===== src/rtl/tx_crc_serializer.sv =====
// -----------------------------------------------------------------------------
// tx_crc_serializer
//
// Purpose:
//   Takes the assembled 136-bit TX packet from the input register stage and
//   sends it as a serial frame, MSB-first: 8 header bits, N payload bytes
//   (N = len + 1), then a CRC-8 byte computed over header + payload.
//   When test_mode is captured high, the LSB of the CRC byte is inverted so
//   the receiver's error path can be exercised.
//
// Ports:
//   clk         in   1    system clock, rising edge
//   rst_n       in   1    asynchronous active-low reset
//   start_n     in   1    active-low send button, asynchronous to clk
//   tx_packet   in   136  [135:134] dest, [133:132] src, [131:128] len,
//                        [127:0] payload (byte0 at [127:120])
//   test_mode   in   1    1 = corrupt the transmitted CRC
//   flag_status in   2    [1] header done, [0] data done
//   tx_out      out  1    serial data, idles high
//   tx_active   out  1    high for every bit period of a frame
//   tx_done     out  1    one-cycle pulse after the last CRC bit period
//   busy        out  1    high from start acceptance until tx_done
//   reject      out  1    one-cycle pulse when a start edge is refused
//   crc_out     out  8    CRC byte sent in the last frame (after corruption)
// -----------------------------------------------------------------------------
module tx_crc_serializer #(
  parameter int unsigned CLKS_PER_BIT = 4,
  parameter logic [7:0]  CRC_POLY     = 8'h07
) (
  input  logic         clk,
  input  logic         rst_n,
  input  logic         start_n,
  input  logic [135:0] tx_packet,
  input  logic         test_mode,
  input  logic [1:0]   flag_status,
  output logic         tx_out,
  output logic         tx_active,
  output logic         tx_done,
  output logic         busy,
  output logic         reject,
  output logic [7:0]   crc_out
);

  // Width of the per-bit cycle counter; at least one bit so CLKS_PER_BIT=1
  // still gives a legal vector.
  localparam int unsigned CNT_W = (CLKS_PER_BIT > 1) ? $clog2(CLKS_PER_BIT) : 1;
  localparam logic [CNT_W-1:0] CNT_LAST = CNT_W'(CLKS_PER_BIT - 1);

  typedef enum logic [1:0] {
    ST_IDLE = 2'd0,
    ST_SEND = 2'd1,
    ST_CRC  = 2'd2,
    ST_DONE = 2'd3
  } state_t;

  state_t           state_q, state_d;

  logic             start_meta_q;
  logic             start_sync_q;
  logic             start_prev_q;
  logic             start_pulse;

  logic [135:0]     shift_q, shift_d;
  logic             tm_q, tm_d;
  logic [7:0]       send_bits_q, send_bits_d;
  logic [7:0]       bit_cnt_q, bit_cnt_d;
  logic [CNT_W-1:0] clk_cnt_q, clk_cnt_d;
  logic [7:0]       crc_q, crc_d;
  logic [7:0]       crc_shift_q, crc_shift_d;
  logic [7:0]       crc_out_q, crc_out_d;

  logic             bit_end;
  logic [7:0]       crc_next;
  logic [7:0]       crc_final;

  // One step of the serial CRC-8: feedback is the outgoing MSB XOR data bit.
  function automatic logic [7:0] crc_step(input logic [7:0] crc, input logic din);
    logic fb;
    fb = crc[7] ^ din;
    return {crc[6:0], 1'b0} ^ (fb ? CRC_POLY : 8'h00);
  endfunction

  // Button synchronizer. Reset to the released level (high) so leaving reset
  // with the button up never looks like a press.
  always_ff @(posedge clk or negedge rst_n) begin
    if (!rst_n) begin
      start_meta_q <= 1'b1;
      start_sync_q <= 1'b1;
      start_prev_q <= 1'b1;
    end else begin
      start_meta_q <= start_n;
      start_sync_q <= start_meta_q;
      start_prev_q <= start_sync_q;
    end
  end

  // Press = high-to-low transition of the synchronized button.
  assign start_pulse = start_prev_q & ~start_sync_q;

  always_ff @(posedge clk or negedge rst_n) begin
    if (!rst_n) begin
      state_q     <= ST_IDLE;
      shift_q     <= '0;
      tm_q        <= 1'b0;
      send_bits_q <= '0;
      bit_cnt_q   <= '0;
      clk_cnt_q   <= '0;
      crc_q       <= '0;
      crc_shift_q <= '0;
      crc_out_q   <= '0;
    end else begin
      state_q     <= state_d;
      shift_q     <= shift_d;
      tm_q        <= tm_d;
      send_bits_q <= send_bits_d;
      bit_cnt_q   <= bit_cnt_d;
      clk_cnt_q   <= clk_cnt_d;
      crc_q       <= crc_d;
      crc_shift_q <= crc_shift_d;
      crc_out_q   <= crc_out_d;
    end
  end

  assign bit_end   = (clk_cnt_q == CNT_LAST);
  // The bit currently on the line is always the MSB of the shadow shifter.
  assign crc_next  = crc_step(crc_q, shift_q[135]);
  assign crc_final = crc_next ^ {7'b0, tm_q};

  always_comb begin
    state_d     = state_q;
    shift_d     = shift_q;
    tm_d        = tm_q;
    send_bits_d = send_bits_q;
    bit_cnt_d   = bit_cnt_q;
    clk_cnt_d   = clk_cnt_q;
    crc_d       = crc_q;
    crc_shift_d = crc_shift_q;
    crc_out_d   = crc_out_q;
    tx_out      = 1'b1;
    tx_active   = 1'b0;
    busy        = 1'b0;
    tx_done     = 1'b0;
    reject      = 1'b0;

    unique case (state_q)
      ST_IDLE: begin
        if (start_pulse) begin
          if (flag_status == 2'b11) begin
            shift_d     = tx_packet;
            tm_d        = test_mode;
            // Header + payload bits = 8 + 8*(len+1) = 8*len + 16 (16..136).
            send_bits_d = {1'b0, tx_packet[131:128], 3'b000} + 8'd16;
            bit_cnt_d   = '0;
            clk_cnt_d   = '0;
            crc_d       = '0;
            state_d     = ST_SEND;
          end else begin
            reject = 1'b1;
          end
        end
      end

      ST_SEND: begin
        tx_out    = shift_q[135];
        tx_active = 1'b1;
        busy      = 1'b1;
        reject    = start_pulse;
        if (bit_end) begin
          clk_cnt_d = '0;
          crc_d     = crc_next;
          shift_d   = {shift_q[134:0], 1'b0};
          if (bit_cnt_q == send_bits_q - 8'd1) begin
            // Last payload bit done: latch the (possibly corrupted) CRC for
            // both the line and the crc_out report.
            bit_cnt_d   = '0;
            crc_shift_d = crc_final;
            crc_out_d   = crc_final;
            state_d     = ST_CRC;
          end else begin
            bit_cnt_d = bit_cnt_q + 8'd1;
          end
        end else begin
          clk_cnt_d = clk_cnt_q + 1'b1;
        end
      end

      ST_CRC: begin
        tx_out    = crc_shift_q[7];
        tx_active = 1'b1;
        busy      = 1'b1;
        reject    = start_pulse;
        if (bit_end) begin
          clk_cnt_d   = '0;
          crc_shift_d = {crc_shift_q[6:0], 1'b0};
          if (bit_cnt_q == 8'd7) begin
            bit_cnt_d = '0;
            state_d   = ST_DONE;
          end else begin
            bit_cnt_d = bit_cnt_q + 8'd1;
          end
        end else begin
          clk_cnt_d = clk_cnt_q + 1'b1;
        end
      end

      ST_DONE: begin
        tx_done = 1'b1;
        // A press landing in this cycle is refused; the next frame must
        // start from IDLE.
        reject  = start_pulse;
        state_d = ST_IDLE;
      end

      default: begin
        state_d = ST_IDLE;
      end
    endcase
  end

  assign crc_out = crc_out_q;

endmodule


===== config.mk =====
export PLATFORM = sky130hd
export DESIGN_NAME = tx_crc_serializer
export DESIGN_NICKNAME = d
export VERILOG_FILES = /design/src/rtl/tx_crc_serializer.sv
export SDC_FILE = /design/constraint.sdc
export NUM_CORES = 1
export LEC_CHECK = 0
export CAP_MARGIN = 5
export CORE_MARGIN = 1
export CORE_UTILIZATION = 25
export DETAILED_ROUTE_END_ITERATION = 10
export PLACE_DENSITY = 0.52
export SETUP_SLACK_MARGIN = 0.5
export SKIP_LAST_GASP = 1
export SLEW_MARGIN = 5
export SYNTH_ARGS = -nofsm -noshare
export SYNTH_HDL_FRONTEND = slang
export SYNTH_SLANG_ARGS = --single-unit

===== constraint.sdc =====
create_clock -name clk -period 2.95 [get_ports clk]
set_clock_uncertainty 0.05 [all_clocks]
set_input_delay 0.4425 -clock clk [delete_from_list [all_inputs] [get_ports clk]]
set_output_delay 0.4425 -clock clk [all_outputs]
set_load 0.02 [all_outputs]

==> reports/qor.txt <==
Synth Net Count = 976
Achievable Freq = 0.425 GHz
Die ar. = 34500 sq um
Post-route cell area = 11200 sq um
Worst path bufs/invs = 1
IO buf count = 154
# DRC = 0
Startpoint types = flip-flop
Sequential area share after synthesis = 53.8%
R2r endpoint = state_q[1]
XOR/XNOR Fraction of Synth Area = 1.04%
Fillers = 3408
Layout cell share with drive strength beyond 1 = 7.27%
TritonCTS buffer count = 17
Peak VDD IR = 0.436 mV
Mux cell area share after synthesis = 18.2%
Worst R2R Path Depth = 8
Clock Power Share = 43.4%
Initial antenna violation count = 2
Gr usage total = 12.0%
Mapped Area = 8430 sq um
Area delta synth->final = 33.1%
CTS tree = yes
Yosys Warn Count = 0
Detailed placement HPWL = 13.1 mm
Crit path largest cell delay = 0.38 ns
WS Path Type = flip-flop to flip-flop
Drt pass-1 iters = 4
Synth top area cells = dfrtp_1 (53%), mux2i_1 (17%), o21ai_1 (8.4%)
Power per Cell Area = 505 nW/um^2
Largest net degree at the start of global routing = 155
Worst-margin pin slew = 1.04 ns
Period utilization = 79.7%
Worst-skew pair later-pin latency = 0.45 ns
CP required = 3.22 ns
Compound-Gate Fraction of Synth Area = 11.5%
CP Max Fanout = 3
Setup violators final = 0
Unique masters post-synth = 41
Initial Util = 25.7%
DR iter-0 viols = 288
Simple-Gate Fraction of Synth Area = 10.8%
Combinational share of power = 8.9%
Setup TNS = 0 ns
Power Internal = 4.33 mW
Yosys reg bits = 181
Synth area leader = dfrtp_1
Die Wd = 186 microns
Clock Tree Root = clkbuf_16
Antenna Violating Nets Remaining = 0
GRT overflow = 0
Final hold slack = 0.0527 ns
Adder-Cell Fraction of Synth Area = 1.19%
Hold buffer count at CTS = 0
Setup crit end kind = flip-flop
Yosys top cell area share = 52.8%
Routability congestion estimate from global placement = 0.778
Most common cell after layout, fill and taps aside = nand2_1
Sequential Power Share = 47.7%
HP Class = primary input to async pin
Arr. time, crit path = 2.62 ns
Vias/cell = 4.37
Slew Limit Fails = 0
Via Count = 6202
Die Y = 186 microns
Reg2Reg Setup Slack = 0.60 ns
Total power draw = 5.66 mW
IO Count = 155
Worst path slowest cell = a221o_1
Sw Pwr = 1.33 mW
Commonest non-fill, non-tap cells in the layout = nand2_1 (183), dfrtp_1 (178), clkdlybuf4s50_1 (149)
CTS clk-pin slew, worst paths = 0.07 ns
RSZ-0062 raised after global routing = true
First-pass GRT wire length = 32.0 mm
Largest family of logic cells by synthesized area = multiplexers
Wirelength per Cell = 14.3 microns
CTS sink count = 181
Cell count after synthesis = 826
Static Leak = 5.72 nW
Nets@finish = 1114
CTS Buffer Depth = 2
CP delay by family, top = compound AO/OA/AOI/OAI gates
Worst slew margin = 30.5%
CTS H-tree depth = 4
Final Hold Fails = 0
Core Util, Final = 34.1%
Worst-path cell chain = inv_1, ha_2, nor2b_1, or3_4, a31oi_4, nand2_2, a221o_1, mux2_4
Post-layout min period = 2.35 ns
Vias in the first global route = 6022
Status = finished clean
Placed Area = 10500 sq um
Core box area = 32900 sq um
Rows = 66
Max_cap viols = 0
Total Wirelength = 20.3 mm
Avg Cell Area, Syn = 10.2 sq um
Switch share = 23.5%
R2r startpoint = send_bits_q[4]
==> final cells by class <==
cell class | instances | area, sq um | area share, %
clock buffers | 20 | 437 | 3.89
multi-input cells | 576 | 3670 | 32.7
inverters | 15 | 56.3 | 0.502
repair buffers | 173 | 1790 | 15.9
diodes | 1 | 2.50 | 0.0223
clock inverters | 12 | 180 | 1.61
flip-flops and latches | 181 | 4530 | 40.4
well taps | 442 | 553 | 4.93
==> stage by stage <==
stage | setup slack [ns] | cells
after floorplan | 0.688 | 826
after global placement | 0.401 | 1382
after detailed placement | 0.358 | 1382
after CTS | 0.358 | 1416
after global routing | 0.495 | 1419
final | 0.598 | 1420
==> cell families after synthesis <==
family / after synthesis
adders and majority gates: 8
buffers and inverters: 69
muxes: 152
and+or+nand+nor: 220
xor gates and xnor gates: 10
AOI/OAI and AO/OA: 186
DFF: 181
==> how the worst max path moves through the flow <==
stage / from / to / slack (ns) / depth (start not counted)
2_1_floorplan: send_bits_q[3] / state_q[1] / 0.69 / 8
3_3_place_gp: flag_status[0] / shift_q[96] / 0.40 / 7
3_5_place_dp: flag_status[0] / shift_q[88] / 0.36 / 7
4_1_cts: send_bits_q[3] / crc_shift_q[2] / 0.36 / 7
5_1_grt: state_q[0] / reject / 0.49 / 5
6_report: send_bits_q[4] / state_q[1] / 0.60 / 8
==> Yosys cell counts <==
cell type  instances
nor2_2             1
o31a_1             1
a31oi_1            2
and3b_1            1
nor4b_1            1
buf_6              2
or3_4              1
xnor2_1            7
or2_2              2
mux2_4             1
buf_4              2
a21oi_1           10
buf_2             16
nor2_4             1
dfstp_2            3
a2bb2oi_1          1
nor2_1             4
clkbuf_1          34
o21bai_1           1
a21o_1             1
dfrtp_1          178
nand2_1          184
mux2i_1          144
nor3_1             6
nand3_1            5
a32oi_1            1
ha_1               8
or3_1              5
nor2b_1            3
o21ai_0           19
o22ai_1            5
inv_1             15
o31ai_1            1
a22oi_1            1
or2_1              1
mux2_1             7
xor2_1             3
nand2b_1           4
o21ai_1          142
a221o_1            1
or4_1              1
==> what timing repair did <==
| action | in CTS | in global routing |
|---|---|---|
| pin swaps | 0 | 3 |
| endpoints found under the hold margin | 0 | 0 |
| cloned | 0 | 1 |
| buffers inserted | 2 | 2 |
| endpoints found under the setup margin | 123 | 146 |
| resized for setup | 8 | 14 |
==> power groups by stage <==
stage / clock, mW / sequential (mW) / combinational, mW
finish: 2.46 / 2.70 / 0.504
global route: 2.65 / 2.72 / 0.579
CTS: 2.55 / 2.70 / 0.519
detailed placement: 0 / 2.75 / 0.518
global placement: 0 / 2.75 / 0.511
floorplan: 0 / 2.72 / 0.216
==> state kept, by name, summed over array words and instances, names as in the netlist <==
signal and cells:
shift_q 136, state_q 2, clk_cnt_q 2, crc_q 8, start_prev_q 1, send_bits_q 5
crc_shift_q 8, crc_out 8, start_meta_q 1, tm_q 1, bit_cnt_q 8, start_sync_q 1
==> per-layer routing <==
layer	global-route usage, %	vias up	part of all wire [%]
li1	-	3099	-
met1	15.8	2947	49
met2	17.7	137	43
met3	5.09	17	7.4
met4	3.48	2	1.1
met5	0	-	0.064
Note: power is estimated with default switching activity, not from simulation.
